<file path="src/rtl/cam_lvds_align_pkg.sv">
// Shared constants, lane state type and helpers for camera LVDS word alignment.
// Imported by the interface, the per-lane aligner and the top level.
package cam_pkg;

  localparam int NUM_LANES = 5;
  localparam int LANE_W    = 8;
  localparam int BUS_W     = NUM_LANES * LANE_W;

  localparam logic [LANE_W-1:0] TRAIN_WORD_DFLT = 8'h3A;

  typedef enum logic [2:0] {
    ST_IDLE,
    ST_SETTLE,
    ST_CHECK,
    ST_SLIP,
    ST_LOCKED,
    ST_FAIL
  } lane_state_t;

  // Spread one inversion bit per lane across that lane's byte.
  function automatic logic [BUS_W-1:0] expand_mask(
    input logic [NUM_LANES-1:0] m
  );
    logic [BUS_W-1:0] r;
    r = '0;
    for (int i = 0; i < NUM_LANES; i++) begin
      r[i*LANE_W +: LANE_W] = {LANE_W{m[i]}};
    end
    return r;
  endfunction

endpackage

</file>
<file path="src/rtl/cam_lvds_align_if.sv">
// Signal bundle between the deserializer/pixel logic and the aligner.
// The master side drives enable, PLL lock and raw data; the slave is the aligner.
interface cam_lvds_align_if;
  import cam_pkg::*;

  logic                 en;
  logic                 pll_locked;
  logic [BUS_W-1:0]     rxd;
  logic [NUM_LANES-1:0] bitslip;
  logic [BUS_W-1:0]     rxd_out;
  logic                 aligned;
  logic [NUM_LANES-1:0] fail;

  modport master (
    output en, pll_locked, rxd,
    input  bitslip, rxd_out, aligned, fail
  );

  modport slave (
    input  en, pll_locked, rxd,
    output bitslip, rxd_out, aligned, fail
  );

endinterface

</file>
<file path="src/rtl/cam_lane_align.sv">
// One lane's alignment FSM: settle, compare against the training word,
// bitslip on mismatch, lock after enough consecutive matches or give up.
module cam_lane_align
  import cam_pkg::*;
#(
  parameter logic [LANE_W-1:0] TRAIN_WORD    = TRAIN_WORD_DFLT,
  parameter bit                INV           = 1'b0,
  parameter int                SETTLE_CYCLES = 8,
  parameter int                MATCH_COUNT   = 16,
  parameter int                MAX_SLIPS     = 8
) (
  input  logic              c,
  input  logic              rst,
  input  logic              go,
  input  logic [LANE_W-1:0] word,
  output logic              bitslip,
  output logic              locked,
  output logic              failed
);

  localparam logic [7:0] SETTLE_LAST = 8'(SETTLE_CYCLES - 1);
  localparam logic [7:0] MATCH_LAST  = 8'(MATCH_COUNT - 1);
  localparam logic [3:0] SLIP_MAX    = 4'(MAX_SLIPS);

  lane_state_t state_q, state_d;
  logic [7:0]  settle_q, settle_d;
  logic [7:0]  match_q, match_d;
  logic [3:0]  slip_q, slip_d;
  logic        bitslip_q, bitslip_d;
  logic        hit;

  assign hit = (word ^ {LANE_W{INV}}) == TRAIN_WORD;

  // Next-state and counter update; losing go aborts everything to IDLE.
  always_comb begin
    state_d   = state_q;
    settle_d  = settle_q;
    match_d   = match_q;
    slip_d    = slip_q;
    bitslip_d = 1'b0;
    if (!go) begin
      state_d  = ST_IDLE;
      settle_d = '0;
      match_d  = '0;
      slip_d   = '0;
    end else begin
      unique case (state_q)
        ST_IDLE: begin
          state_d  = ST_SETTLE;
          settle_d = '0;
          slip_d   = '0;
        end
        ST_SETTLE: begin
          if (settle_q == SETTLE_LAST) begin
            state_d = ST_CHECK;
            match_d = '0;
          end else begin
            settle_d = settle_q + 8'd1;
          end
        end
        ST_CHECK: begin
          if (hit) begin
            match_d = match_q + 8'd1;
            if (match_q == MATCH_LAST) state_d = ST_LOCKED;
          end else if (slip_q < SLIP_MAX) begin
            state_d   = ST_SLIP;
            bitslip_d = 1'b1;
          end else begin
            state_d = ST_FAIL;
          end
        end
        ST_SLIP: begin
          slip_d   = slip_q + 4'd1;
          settle_d = '0;
          state_d  = ST_SETTLE;
        end
        default: ;
      endcase
    end
  end

  // Lane state, counters and the registered slip pulse.
  always_ff @(posedge c or posedge rst) begin
    if (rst) begin
      state_q   <= ST_IDLE;
      settle_q  <= '0;
      match_q   <= '0;
      slip_q    <= '0;
      bitslip_q <= 1'b0;
    end else begin
      state_q   <= state_d;
      settle_q  <= settle_d;
      match_q   <= match_d;
      slip_q    <= slip_d;
      bitslip_q <= bitslip_d;
    end
  end

  assign bitslip = bitslip_q;
  assign locked  = (state_q == ST_LOCKED);
  assign failed  = (state_q == ST_FAIL);

endmodule

</file>
<file path="src/rtl/cam_lvds_align.sv">
// Word-alignment controller for one camera's five LVDS lanes.
// Holds the PLL-lock synchronizer, per-lane aligners and output registers.
module cam_lvds_align
  import cam_pkg::*;
#(
  parameter logic [LANE_W-1:0]    TRAIN_WORD    = TRAIN_WORD_DFLT,
  parameter logic [NUM_LANES-1:0] INV_MASK      = 5'h00,
  parameter int                   SETTLE_CYCLES = 8,
  parameter int                   MATCH_COUNT   = 16,
  parameter int                   MAX_SLIPS     = 8
) (
  input logic             c,
  input logic             rst,
  cam_lvds_align_if.slave bus
);

  logic [1:0]           sync_q, sync_d;
  logic [BUS_W-1:0]     rxd_out_q, rxd_out_d;
  logic                 aligned_q, aligned_d;
  logic [NUM_LANES-1:0] fail_q, fail_d;
  logic                 locked_s;
  logic                 go;
  logic [NUM_LANES-1:0] lane_slip;
  logic [NUM_LANES-1:0] lane_locked;
  logic [NUM_LANES-1:0] lane_failed;

  assign locked_s = sync_q[1];
  assign go       = bus.en & locked_s;

  for (genvar i = 0; i < NUM_LANES; i++) begin : g_lane
    cam_lane_align #(
      .TRAIN_WORD   (TRAIN_WORD),
      .INV          (INV_MASK[i]),
      .SETTLE_CYCLES(SETTLE_CYCLES),
      .MATCH_COUNT  (MATCH_COUNT),
      .MAX_SLIPS    (MAX_SLIPS)
    ) u_lane (
      .c      (c),
      .rst    (rst),
      .go     (go),
      .word   (bus.rxd[i*LANE_W +: LANE_W]),
      .bitslip(lane_slip[i]),
      .locked (lane_locked[i]),
      .failed (lane_failed[i])
    );
  end

  // Status is gated by go so enable/lock loss clears it on the very next edge.
  always_comb begin
    sync_d    = {sync_q[0], bus.pll_locked};
    rxd_out_d = bus.rxd ^ expand_mask(INV_MASK);
    aligned_d = (&lane_locked) & go;
    fail_d    = lane_failed & {NUM_LANES{go}};
  end

  // Lock synchronizer, corrected data and status registers.
  always_ff @(posedge c or posedge rst) begin
    if (rst) begin
      sync_q    <= '0;
      rxd_out_q <= '0;
      aligned_q <= 1'b0;
      fail_q    <= '0;
    end else begin
      sync_q    <= sync_d;
      rxd_out_q <= rxd_out_d;
      aligned_q <= aligned_d;
      fail_q    <= fail_d;
    end
  end

  assign bus.bitslip = lane_slip;
  assign bus.rxd_out = rxd_out_q;
  assign bus.aligned = aligned_q;
  assign bus.fail    = fail_q;

endmodule
</file>
<file path="src/flat_wrapper.sv">
// flat-port wrapper written by rule: the top's interface ports become plain ports
module cam_lvds_align_flat import cam_pkg::*;
#(
  parameter logic [LANE_W-1:0]    TRAIN_WORD    = TRAIN_WORD_DFLT,
  parameter logic [NUM_LANES-1:0] INV_MASK      = 5'h00,
  parameter int                   SETTLE_CYCLES = 8,
  parameter int                   MATCH_COUNT   = 16,
  parameter int                   MAX_SLIPS     = 8
)
  (c, rst, bus_en, bus_pll_locked, bus_rxd, bus_bitslip, bus_rxd_out, bus_aligned, bus_fail);
  cam_lvds_align_if bus_i ();
  input logic c;
  input logic rst;
  input wire logic [$bits(bus_i.en)-1:0] bus_en;
  input wire logic [$bits(bus_i.pll_locked)-1:0] bus_pll_locked;
  input wire logic [$bits(bus_i.rxd)-1:0] bus_rxd;
  output wire logic [$bits(bus_i.bitslip)-1:0] bus_bitslip;
  output wire logic [$bits(bus_i.rxd_out)-1:0] bus_rxd_out;
  output wire logic [$bits(bus_i.aligned)-1:0] bus_aligned;
  output wire logic [$bits(bus_i.fail)-1:0] bus_fail;
  assign bus_i.en = bus_en;
  assign bus_i.pll_locked = bus_pll_locked;
  assign bus_i.rxd = bus_rxd;
  assign bus_bitslip = bus_i.bitslip;
  assign bus_rxd_out = bus_i.rxd_out;
  assign bus_aligned = bus_i.aligned;
  assign bus_fail = bus_i.fail;
  cam_lvds_align #(.TRAIN_WORD(TRAIN_WORD), .INV_MASK(INV_MASK), .SETTLE_CYCLES(SETTLE_CYCLES), .MATCH_COUNT(MATCH_COUNT), .MAX_SLIPS(MAX_SLIPS)) u_core (.c(c), .rst(rst), .bus(bus_i));
endmodule
</file>
<file path="config.mk">
export PLATFORM = sky130hd
export DESIGN_NAME = cam_lvds_align_flat
export DESIGN_NICKNAME = d
export VERILOG_FILES = /design/src/rtl/cam_lvds_align_pkg.sv /design/src/rtl/cam_lvds_align_if.sv /design/src/rtl/cam_lane_align.sv /design/src/rtl/cam_lvds_align.sv /design/src/flat_wrapper.sv
export SDC_FILE = /design/constraint.sdc
export NUM_CORES = 1
export LEC_CHECK = 0
export ABC_AREA = 1
export ABC_CLOCK_PERIOD_IN_PS = 6000
export BUFFER_PORTS_ARGS = -buffer_cell sky130_fd_sc_hd__buf_2
export CAP_MARGIN = 20
export CORE_ASPECT_RATIO = 1.2
export CORE_UTILIZATION = 42
export CTS_CLUSTER_DIAMETER = 200
export DETAILED_ROUTE_END_ITERATION = 6
export SLEW_MARGIN = 30
export SYNTH_ARGS = -nofsm -noshare
export SYNTH_HDL_FRONTEND = slang
export SYNTH_SLANG_ARGS = --single-unit
</file>
<file path="constraint.sdc">
create_clock -name c -period 6 [get_ports c]
set_clock_uncertainty 0.1 [all_clocks]
set_input_delay 0.9 -clock c [delete_from_list [all_inputs] [get_ports c]]
set_output_delay 0.9 -clock c [all_outputs]
set_load 0.005 [all_outputs]
</file>
# Yosys cells after proc, flatten, opt, wreduce, memory -nomap -nowiden
# Cells that the tools add are included.
# word_totals
out_inout_bits	51
regBits	168
word_cells	253
# op_classes
addsub	15
reduce_logical	26
bitwise_logic	3
order_cmp	5
eq_ne	80
mux	95
# op_table
operator	count
8-bit 2-to-1 mux	25
8-bit case mux with 2 select lines	10
3-bit inequality test (second input constant)	27
8-bit by 1-bit adder with 8-bit output (second input constant)	10
3-bit 2-to-1 mux	25
3-bit case mux with 3 select lines	5
8-bit by 3-bit == test with 1-bit output (second input constant)	5
8-bit by 4-bit == test with 1-bit output (second input constant)	5
8-bit by 6-bit == test with 1-bit output (second input constant)	5
4-bit case mux with 2 select lines	5
4-bit inequality test (second input constant)	9
3-bit by 2-bit == test with 1-bit output (second input constant)	10
3-bit == test (second input constant)	10
3-bit AND reduction	10
4-bit by 1-bit adder with 4-bit output (second input constant)	5
4-bit < comparator (second input constant)	5
1-bit 2-to-1 mux	20
4-bit 2-to-1 mux	5
3-bit by 1-bit == test with 1-bit output (second input constant)	5
3-bit zero test	5
2-bit AND reduction	5
2-bit OR reduction	5
3-bit by 1-bit inequality test with 1-bit output (second input constant)	2
5-bit AND	1
4 further kinds	5

# Depth between registers and ports, before layout
# Gate-level depths: netlist of run 1.
# logic_depth
ltp_word	5
mapped_depth	11
depth_no_buf	11

# Hierarchy
# A second synthesis of run 1 with hierarchy kept.
# hier_totals
hier_cells	1141
hier_area_um2	8709.6
# by_module_without_submodules
mod	cells_each	instances	area_each_um2
cam_lane_align	215	5	1486.4
cam_lvds_align	66	1	1277.5

# Least setup slack after synthesis of run 1
# OpenSTA, ideal clock, no wires.
# synth_path
kind	input port to flip-flop
startpoint	input bus_en
endpoint	register u_core.g_lane[1].u_lane.match_q[2]
stages	9
setup_ps	121
setup_slack_ps	4104
t_required_ps	5779
arrival_time_ps	1675
path_cell_list	nand2_4 -> clkinv_4 -> nand3_4 -> nor2_4 -> inv_1 -> nand2_2 -> buf_6 -> nand2_1 -> o21ai_1
# synth_between
elab_chain_cells	3
word_cells_on_any_way	6
# synth_lines
item	line	source
from (decl)	flat_wrapper.sv:14	input wire logic [$bits(bus_i.en)-1:0] bus_en;
1-bit AND (*)	cam_lvds_align.sv:28	assign go = bus.en & locked_s;
3-bit inequality test (no source line)	n/a	
3-bit AND reduction (no source line)	n/a	
to (signal assigned)	cam_lane_align.sv:93	match_q <= match_d;
to (decl)	cam_lane_align.sv:27	logic [7:0] match_q, match_d;
# Mark *: on every way between the ends. The rest lies on a longest branch, timed or not.
# A chain may end at the register's enable or synchronous reset.

# Worst setup path after layout of run 1
# layout_path
startpoint	input bus_en
endpoint	register u_core.g_lane[2].u_lane.settle_q[5]
# layout_between
elab_chain_cells	3
word_cells_on_any_way	5
# layout_lines
item	line	source
1-bit AND (*)	cam_lvds_align.sv:28	
3-bit inequality test (no source line)	n/a	
2-bit AND reduction (no source line)	n/a	
to (signal assigned)	cam_lane_align.sv:92	settle_q <= settle_d;
to (decl)	cam_lane_align.sv:26	logic [7:0] settle_q, settle_d;
# Marked as above.

==> flow_summary.yaml, run 1 <==
synthesis:
  avgSynthCellArea_um2: 7.79
  synth_area_um2: 8580
  synth-edff-count: 0
  synth_mux_area_share_pct: 0
  netlist_instances: 1101
  synth_xor_area_share_pct: 2.76
  ys.flop_type: "dfrtp_1"
  synthArstFlopShare_pct: 100
  ys_ff_latch: 168
  yosys.area_share.simple_pct: 31.0
  synth_cell_types: 37
  synth_top_family_by_area: "simple AND/OR/NAND/NOR gates"
  synth_warnings: 0
  synth-adder-area-share_pct: 2.19
  synth_seq_area_share_pct: 49.0
  syn-num-nets: 1160
  synth-compound-area-share_pct: 7.30
worst_setup_path:
  worst-path-max-fanout: 61
  crit_slowest_cell: "clkinv_4"
  path_common_cell: "nand2_1"
  startpoint_type: "input port"
  r2r_slack_ns: 3.78
  reg2reg_from: "u_core.sync_q[1]$_DFF_PP0_"
  r2r.worst_path.cells: 7
  reg2reg_to: "u_core.g_lane[2].u_lane.settle_q[5]$_DFFE_PP0P_"
  required_ns: 6.26
  slowest_delay_ns: 0.47
  end_kind: "register"
  worstPathCellList: "buf_2 > nand2_4 > clkinv_4 > nand2_1 > inv_1 > nand2_1 > a21oi_1 > nor2_1"
  critPathArrivalTime_ns: 2.68
  path_class: "in -> reg"
routing:
  drtIter0Drc: 397
  route.vias.total: 7105
  routed_wl_mm: 17.8
  avgViaCountPerCell: 4.82
  final_antenna_net_count: 0
  remaining_drc_errors: 0
  dr.pass1.iters: 5
  wl_per_cell_um: 12.1
final_layout:
  diodes: 0
  num-nets-final: 1259
  fillers: 1917
  utilization_pct: 50.1
  layout_commonest_cell: "nand2_1"
  drive_gt1_share_pct: 13.6
  seqCellArea_um2: 4200
  mostFrequentLayoutCells: "nand2_1, dfrtp_1, inv_1"
  multiInputGateArea_um2: 3700
  syn2layout_area_growth_pct: 15.4
power_and_ir_drop:
  max-vdd-ir-drop_mv: 0.185
  power.leakage_nw: 4.94
  powerDensity_nw_per_um2: 251
worst_hold_path:
  min_from: "u_core.sync_q[0]$_DFF_PP0_"
  min-delay-path-class: "reg -> reg"
  hold_path_depth: 0
  hold_end: "u_core.sync_q[1]$_DFF_PP0_"
cts:
  path_clk_slew_ns: 0.07
  clock-sinks: 168
  hold_buffers: 0
  cts_max_level: 4
  post_cts_resized: 0
  root_buffer: "clkbuf_16"
  post_cts_buffers: 0
  cts_tree: "built"
  clockBufferDepth: 2
  clk_latency_ns: 0.43
  cts_buffers: 17
grt:
  grt_usage_pct: 18.2
  antenna_found_initial: 0
  grt_pass1_wl_mm: 31.0
  grt_max_degree: 65
  grt_pass1_vias: 6714
  gr-total-overflow: 0
sta:
  fmaxAchievable_ghz: 0.413
  slew_headroom_pct: 53.9
  tns_ns: 0
  slew_violations: 0
  setup_viol: 0
  timing.final.crit_share_pct: 40.4
  final.min_clock_period_ns: 2.42
  worst_pin_slew_ns: 0.692
  rsz0062_at_grt: "no"
  hold_viol: 0
outcome:
  status: "completed"
job:
  maxCapViolations: 0
die:
  core_area_um2: 19800
  start_util_pct: 43.4
  placementRows: 56
  die_width_um: 132
  die_area_um2: 21000
  fp.dieH_um: 159
  ios: 95
place:
  place_hpwl_mm: 12.5
  globalplace.congestion: 0.790
  io_buffers: 94
-- per-layer routing --
| metal | track usage [%] | wire length, um |
|---|---|---|
| met1 | 23.3 | 8660 |
| met5 | 0 | 0 |
| met3 | 3.76 | 617 |
| met2 | 31.0 | 8280 |
| met4 | 5.64 | 225 |
-- report_power, final --
group | leakage [nW] | internal, mW | total (mW) | switching [mW]
logic | 2.39 | 0.0453 | 0.157 | 0.112
registers | 2.24 | 1.15 | 1.16 | 0.00985
clock network | 0.298 | 0.709 | 1.17 | 0.458
-- cell families after synthesis --
logic type | after synthesis
fa+ha+maj | 15
xor+xnor | 27
compound gates | 116
flops | 168
simple gates | 614
buf+inv | 161
-- synthesized netlist by cell type, types with 7 or more instances --
cell / n / share of area (%)
nand3_2: 7 / 0.82
buf_4: 8 / 0.70
nor2_1: 136 / 6.0
inv_1: 139 / 6.1
xor2_1: 19 / 1.9
o21ai_0: 61 / 3.6
nand2_2: 8 / 0.58
nand4_1: 20 / 1.5
nand3_1: 95 / 5.5
ha_1: 15 / 2.2
nand2_1: 316 / 14
dfrtp_1: 168 / 49
a21oi_1: 32 / 1.9
xnor2_1: 8 / 0.82
nor3_1: 12 / 0.70
-- cell type report --
cell class / instances / share of cell area [%]
inverter: 145 / 5.60
timing repair buffer: 96 / 4.91
clock inverter: 11 / 1.73
clock buffer: 21 / 4.55
sequential: 168 / 42.5
multi-input combinational: 772 / 37.4
tap: 261 / 3.30
-- how the worst max path moves through the flow --
stage | from | to | slack, ns | depth (start not counted)
2_1_floorplan | rst | u_core.bus.aligned$_DFF_PP0_ | 0.45 | 1
3_3_place_gp | bus_en | u_core.g_lane[2].u_lane.settle_q[4]$_DFFE_PP0P_ | 3.17 | 8
3_5_place_dp | bus_en | u_core.g_lane[2].u_lane.settle_q[5]$_DFFE_PP0P_ | 3.10 | 8
4_1_cts | bus_en | u_core.g_lane[2].u_lane.settle_q[5]$_DFFE_PP0P_ | 3.57 | 8
5_1_grt | bus_en | u_core.g_lane[2].u_lane.settle_q[2]$_DFFE_PP0P_ | 3.39 | 8
6_report | bus_en | u_core.g_lane[2].u_lane.settle_q[5]$_DFFE_PP0P_ | 3.58 | 8
-- through the flow --
stage | power (mW) | std cells | hold WS, ns | worst slack (ns) | cell area, um^2
2_1_floorplan | 1.28 | 1101 | 0.231 | 0.453 | 8580
3_5_place_dp | 1.34 | 1442 | 0.275 | 3.10 | 9280
4_1_cts | 2.51 | 1474 | 0.293 | 3.57 | 9900
3_3_place_gp | 1.34 | 1442 | 0.265 | 3.17 | 9280
5_1_grt | 2.58 | 1474 | 0.304 | 3.39 | 9900
6_report | 2.49 | 1474 | 0.289 | 3.58 | 9900
-- state kept, by name, indices dropped and copies added, names as in the netlist --
signal,count
u_core.g_lane.u_lane.settle_q,40
u_core.sync_q,2
u_core.bus.rxd_out,40
u_core.bus.aligned,1
u_core.g_lane.u_lane.match_q,40
u_core.g_lane.u_lane.state_q,15
u_core.g_lane.u_lane.bitslip,5
u_core.bus.fail,5
u_core.g_lane.u_lane.slip_q,20
-- worst max-delay path, delay by kind of cell --
| family | cells | cell delay [ns] |
|---|---|---|
| AO/OA/AOI/OAI | 1 | 0.10 |
| AND/OR/NAND/NOR | 4 | 0.88 |
| buffers and inverters | 3 | 0.77 |
(Power assumes the default switching activity.)
==> run 2: changes to the inputs <==
--- a/config.mk
+++ b/config.mk
@@ -6,7 +6,7 @@
 export NUM_CORES = 1
 export LEC_CHECK = 0
 export ABC_AREA = 1
-export ABC_CLOCK_PERIOD_IN_PS = 6000
+export ABC_CLOCK_PERIOD_IN_PS = 2180
 export BUFFER_PORTS_ARGS = -buffer_cell sky130_fd_sc_hd__buf_2
 export CAP_MARGIN = 20
 export CORE_ASPECT_RATIO = 1.2
==> constraint.sdc (replaced) <==
create_clock -name c -period 2.18 [get_ports c]
set_clock_uncertainty 0.1 [all_clocks]
set_input_delay 0.327 -clock c [delete_from_list [all_inputs] [get_ports c]]
set_output_delay 0.327 -clock c [all_outputs]
set_load 0.005 [all_outputs]
==> flow_summary.yaml, run 2 (synthesis results as in run 1) <==
power_and_ir_drop:
  p_seq_share_pct: 46.5
  p_int_mw: 5.36
  pwr-share-comb_pct: 7.2
  power_switching_mw: 1.53
  powerDensity_nw_per_um2: 664
  clock_power_share_pct: 46.3
  swShare_pct: 22.2
  max-vdd-ir-drop_mv: 0.583
  power.leakage_nw: 5.14
worst_hold_path:
  min_from: "bus_en"
  hold_path_depth: 5
  hold_end: "u_core.g_lane[4].u_lane.state_q[0]$_DFFE_PP0P_"
  min-delay-path-class: "in -> reg"
sta:
  setup_viol: 0
  timing.final.crit_share_pct: 81.2
  slew_violations: 0
  rsz0062_at_grt: "no"
  hold_viol: 0
  final.min_clock_period_ns: 1.77
  slew_headroom_pct: 67.8
  worst_pin_slew_ns: 0.484
  whs_ns: 0.303
  fmaxAchievable_ghz: 0.565
outcome:
  status: "completed"
cts:
  path_clk_slew_ns: 0.06
  cts_buffers: 17
  cts_max_level: 4
  clock-sinks: 168
  root_buffer: "clkbuf_16"
  post_cts_buffers: 0
  clk_latency_ns: 0.43
  clockBufferDepth: 2
  cts_tree: "built"
final_layout:
  fillers: 1886
  utilization_pct: 52.5
  num-nets-final: 1305
  drive_gt1_share_pct: 13.3
  multiInputGateArea_um2: 3700
  layout_commonest_cell: "nand2_1"
  seqCellArea_um2: 4200
  syn2layout_area_growth_pct: 21.0
  mostFrequentLayoutCells: "nand2_1, dfrtp_1, inv_1"
  final_cell_area_um2: 10400
  diodes: 0
worst_setup_path:
  worstPathCellList: "ha_1 > nand2_1 > inv_1 > nand4_1 > nand2_1 > nand3_2 > nand2_1 > o21ai_0"
  slowest_delay_ns: 0.38
  required_ns: 2.39
  reg2reg_from: "u_core.g_lane[4].u_lane.settle_q[0]$_DFFE_PP0P_"
  critPathArrivalTime_ns: 1.98
  crit_slowest_cell: "dfrtp_1"
  reg2reg_to: "u_core.g_lane[4].u_lane.match_q[2]$_DFFE_PP0P_"
  startpoint_type: "register"
  end_kind: "register"
  r2r_slack_ns: 0.41
  worst-path-max-fanout: 16
  path_class: "reg -> reg"
  r2r.worst_path.cells: 8
  path_common_cell: "nand2_1"
routing:
  route.vias.total: 7262
  avgViaCountPerCell: 4.78
  dr.pass1.iters: 6
  final_antenna_net_count: 0
  wl_per_cell_um: 11.7
  routed_wl_mm: 17.8
  drtIter0Drc: 394
  remaining_drc_errors: 0
die:
  core_area_um2: 19800
  die_width_um: 132
  fp.dieH_um: 159
  start_util_pct: 43.4
  die_area_um2: 21000
  ios: 95
  placementRows: 56
place:
  io_buffers: 94
  place_hpwl_mm: 12.5
  globalplace.congestion: 0.792
  placed_area_um2: 9330
grt:
  gr-total-overflow: 0
  grt_max_degree: 91
  antenna_found_initial: 0
  grt_pass1_wl_mm: 31.5
  grt_usage_pct: 18.4
  grt_pass1_vias: 7187
job:
  maxCapViolations: 0
==> run 2: changes by cell type in the layout (fill, tap and decap cells not counted), sizes merged <==
cell	change
buf	+4
clkbuf	+3
clkinv	-1
dlygate4sd3	+42
inv	-2
==> run 2: area by class of cell <==
| class | instances | area share (%) |
|---|---|---|
| flip-flops and latches | 168 | 40.5 |
| inverters | 145 | 5.33 |
| clock inverters | 8 | 1.37 |
| well taps | 261 | 3.15 |
| repair buffers | 142 | 9.26 |
| clock buffers | 24 | 4.64 |
| multi-input cells | 772 | 35.7 |
==> run 2: what timing repair did <==
action | in CTS | in global routing
hold endpoints to repair | 127 | 0
hold buffers | 42 | 0
resized for setup | 0 | 0
==> run 2: worst max path at each step <==
| stage | cells after the start | slack, ns | to | start |
|---|---|---|---|---|
| after floorplan | 1 | -0.39 | u_core.bus.aligned$_DFF_PP0_ | rst |
| after global placement | 8 | 0.40 | u_core.g_lane[2].u_lane.match_q[2]$_DFFE_PP0P_ | bus_en |
| after detailed placement | 7 | 0.37 | u_core.g_lane[4].u_lane.match_q[5]$_DFFE_PP0P_ | bus_en |
| after CTS | 9 | 0.40 | u_core.g_lane[2].u_lane.match_q[7]$_DFFE_PP0P_ | u_core.g_lane[2].u_lane.settle_q[1]$_DFFE_PP0P_ |
| after global routing | 7 | 0.19 | u_core.g_lane[4].u_lane.match_q[4]$_DFFE_PP0P_ | u_core.g_lane[4].u_lane.settle_q[1]$_DFFE_PP0P_ |
| final | 8 | 0.41 | u_core.g_lane[4].u_lane.match_q[2]$_DFFE_PP0P_ | u_core.g_lane[4].u_lane.settle_q[0]$_DFFE_PP0P_ |
==> run 2: power by group through the flow <==
stage / clock (mW) / combinational (mW) / sequential (mW)
2_1_floorplan: 0 / 0.274 / 3.26
3_3_place_gp: 0 / 0.447 / 3.26
3_5_place_dp: 0 / 0.449 / 3.26
4_1_cts: 3.27 / 0.507 / 3.20
5_1_grt: 3.41 / 0.567 / 3.20
6_report: 3.19 / 0.498 / 3.20
==> run 2: worst max-delay path, delay by kind of cell, from the launching register on <==
family / cells / cell delay, ns
fa+ha+maj: 1 / 0.19
buf+inv: 1 / 0.09
compound gates: 1 / 0.08
flops: 1 / 0.38
simple gates: 5 / 0.80
==> run 2: metrics by stage <==
step | power, mW | setup slack (ns) | std cells | TNS [ns]
floorplan | 3.54 | -0.388 | 1101 | -65.14
CTS | 6.98 | 0.397 | 1520 | 0
global route | 7.19 | 0.190 | 1520 | 0
finish | 6.89 | 0.410 | 1520 | 0
detailed placement | 3.71 | 0.374 | 1446 | 0
global placement | 3.70 | 0.403 | 1446 | 0
==> run 2: routing by layer <==
metal / vias up / routed length (um) / track usage (%)
met1: 3334 / 8270 / 21.7
met4: 0 / 267 / 6.62
met5: - / 0 / 0
li1: 3780 / - / -
met3: 21 / 606 / 3.25
met2: 127 / 8680 / 33.4
==> run 3: changes to the inputs <==
--- a/config.mk
+++ b/config.mk
@@ -6,7 +6,7 @@
 export NUM_CORES = 1
 export LEC_CHECK = 0
 export ABC_AREA = 1
-export ABC_CLOCK_PERIOD_IN_PS = 2180
+export ABC_CLOCK_PERIOD_IN_PS = 1440
 export BUFFER_PORTS_ARGS = -buffer_cell sky130_fd_sc_hd__buf_2
 export CAP_MARGIN = 20
 export CORE_ASPECT_RATIO = 1.2
==> constraint.sdc (replaced) <==
create_clock -name c -period 1.44 [get_ports c]
set_clock_uncertainty 0.1 [all_clocks]
set_input_delay 0.216 -clock c [delete_from_list [all_inputs] [get_ports c]]
set_output_delay 0.216 -clock c [all_outputs]
set_load 0.005 [all_outputs]
==> flow_summary.yaml, run 3 (synthesis results as in run 1) <==
place:
  io_buffers: 94
  placed_area_um2: 10400
  place_hpwl_mm: 13.6
  dp_cells: 1581
  globalplace.congestion: 0.811
power_and_ir_drop:
  power.leakage_nw: 6.31
  p_total_mw: 11.1
  max-vdd-ir-drop_mv: 0.803
  powerDensity_nw_per_um2: 851
routing:
  route.vias.total: 8182
  final_antenna_net_count: 0
  drtIter0Drc: 391
  wl_per_cell_um: 13.1
  avgViaCountPerCell: 4.85
  remaining_drc_errors: 0
  routed_wl_mm: 22.0
  dr.pass1.iters: 6
worst_setup_path:
  path_class: "reg -> reg"
  reg2reg_from: "u_core.sync_q[1]$_DFF_PP0_"
  crit_family: "simple AND/OR/NAND/NOR gates"
  r2r.worst_path.cells: 8
  required_ns: 1.71
  worst-path-max-fanout: 7
  startpoint_type: "register"
  crit_slowest_cell: "dfrtp_1"
  reg2reg_to: "u_core.g_lane[3].u_lane.match_q[2]$_DFFE_PP0P_"
  path_buf_inv: 3
  end_kind: "register"
  path_common_cell: "buf_12"
  critPathArrivalTime_ns: 1.85
  worstPathCellList: "nand2_4 > buf_12 > buf_12 > nor2_4 > inv_2 > nor3b_1 > nand2_2 > nand2_1"
  slowest_delay_ns: 0.37
  r2r_slack_ns: -0.15
final_layout:
  syn2layout_area_growth_pct: 51.9
  fillers: 1595
  final_cell_area_um2: 13000
  diodes: 0
  mostFrequentLayoutCells: "nand2_1, dfrtp_1, buf_4"
  layout_commonest_cell: "nand2_1"
  seqCellArea_um2: 4210
  drive_gt1_share_pct: 38.8
  final_cells: 1686
  num-nets-final: 1471
  multiInputGateArea_um2: 4830
sta:
  slew_violations: 0
  tns_ns: -5.31
  hold_viol: 0
  setup_viol: 79
  worst_pin_slew_ns: 0.397
  setup_ws_ns: -0.147
  whs_ns: 0.201
  slew_headroom_pct: 73.5
  timing.final.crit_share_pct: 110
  rsz0062_at_grt: "yes"
  fmaxAchievable_ghz: 0.630
  final.min_clock_period_ns: 1.59
outcome:
  status: "finished with violations"
  violations: "negative setup slack"
cts:
  cts_tree: "built"
  cts_buffers: 17
  cts_max_level: 4
  clockBufferDepth: 2
  clock-sinks: 168
  root_buffer: "clkbuf_16"
  clk_latency_ns: 0.43
  path_clk_slew_ns: 0.06
worst_hold_path:
  hold_end: "u_core.g_lane[2].u_lane.bitslip$_DFF_PP0_"
  min_from: "bus_rxd[16]"
  min-delay-path-class: "in -> reg"
  hold_path_depth: 7
die:
  die_width_um: 132
  placementRows: 56
  ios: 95
  start_util_pct: 43.4
  die_area_um2: 21000
  fp.dieH_um: 159
  core_area_um2: 19800
grt:
  grt_pass1_vias: 7863
  antenna_found_initial: 0
  gr-total-overflow: 0
  grt_usage_pct: 20.7
  grt_pass1_wl_mm: 35.3
  grt_max_degree: 45
job:
  maxCapViolations: 0
run 3: cell count changes in the layout (fill, tap and decap cells not counted), moves of 20 or more:
cell,delta
buf_4,+119
nand2_1,-93
nand2_2,+67
o21ai_0,-46
nor2_1,-32
o21ai_1,+30
nand3_1,-28
buf_6,+24
nand2_4,+21
nand3_2,+21
nor2_4,+21
inv_1,-20
run 3: where the power goes:
part	switching, mW	internal (mW)	total (mW)
Sequential	0.0393	4.80	4.84
Clock	1.93	3.05	4.97
Combinational	0.712	0.558	1.27
Total	2.68	8.41	11.1
run 3: worst max-delay path by stage:
| stage | start | endpoint | slack, ns | cells after the start |
|---|---|---|---|---|
| final | u_core.sync_q[1]$_DFF_PP0_ | u_core.g_lane[3].u_lane.match_q[2]$_DFFE_PP0P_ | -0.15 | 8 |
| after global routing | u_core.sync_q[1]$_DFF_PP0_ | u_core.g_lane[3].u_lane.match_q[2]$_DFFE_PP0P_ | -0.23 | 8 |
| after CTS | u_core.g_lane[3].u_lane.settle_q[1]$_DFFE_PP0P_ | u_core.g_lane[3].u_lane.match_q[2]$_DFFE_PP0P_ | -0.08 | 9 |
| after detailed placement | u_core.g_lane[4].u_lane.settle_q[0]$_DFFE_PP0P_ | u_core.g_lane[4].u_lane.match_q[7]$_DFFE_PP0P_ | -0.14 | 8 |
| after global placement | u_core.sync_q[1]$_DFF_PP0_ | u_core.g_lane[3].u_lane.state_q[2]$_DFFE_PP0P_ | -0.11 | 6 |
| after floorplan | rst | u_core.bus.aligned$_DFF_PP0_ | -1.02 | 1 |
run 3: worst reg2reg max path, cell delays in order (launching register included):
cell,delay [ns]
dfrtp_1,0.37
nand2_4,0.13
buf_12,0.17
buf_12,0.12
nor2_4,0.13
inv_2,0.10
nor3b_1,0.27
nand2_2,0.08
nand2_1,0.07
run 3: final cells by class:
type / count / share of cell area, %
Multi-Input combinational cell: 779 / 37.1
Sequential cell: 168 / 32.3
Timing Repair Buffer: 301 / 18.6
Inverter: 145 / 4.56
Clock buffer: 22 / 3.64
Tap cell: 261 / 2.51
Clock inverter: 10 / 1.29
run 3: what timing repair did:
item / 4_1_cts / 5_1_grt
resized for setup: 136 / 229
cloned: 6 / 2
setup buffers: 9 / 16
hold buffers: 42 / 0
endpoints found under the hold margin: 100 / 0
pin swaps: 42 / 88
setup endpoints to repair: 99 / 120
run 3: metal layers:
metal  wire length (um)  part of all wire, %  global-route usage [%]
met5                  0                    0                       0
met2              11400                   52                    37.4
met1               9540                   43                    25.0
met3                691                  3.1                    4.01
met4                388                  1.8                    6.24
run 3: through the flow:
stage / setup WS [ns] / util [%]
after CTS: -0.0772 / 61.0
final: -0.147 / 65.9
after global routing: -0.228 / 65.9
after detailed placement: -0.137 / 52.9
after floorplan: -1.02 / -
after global placement: -0.108 / 52.9
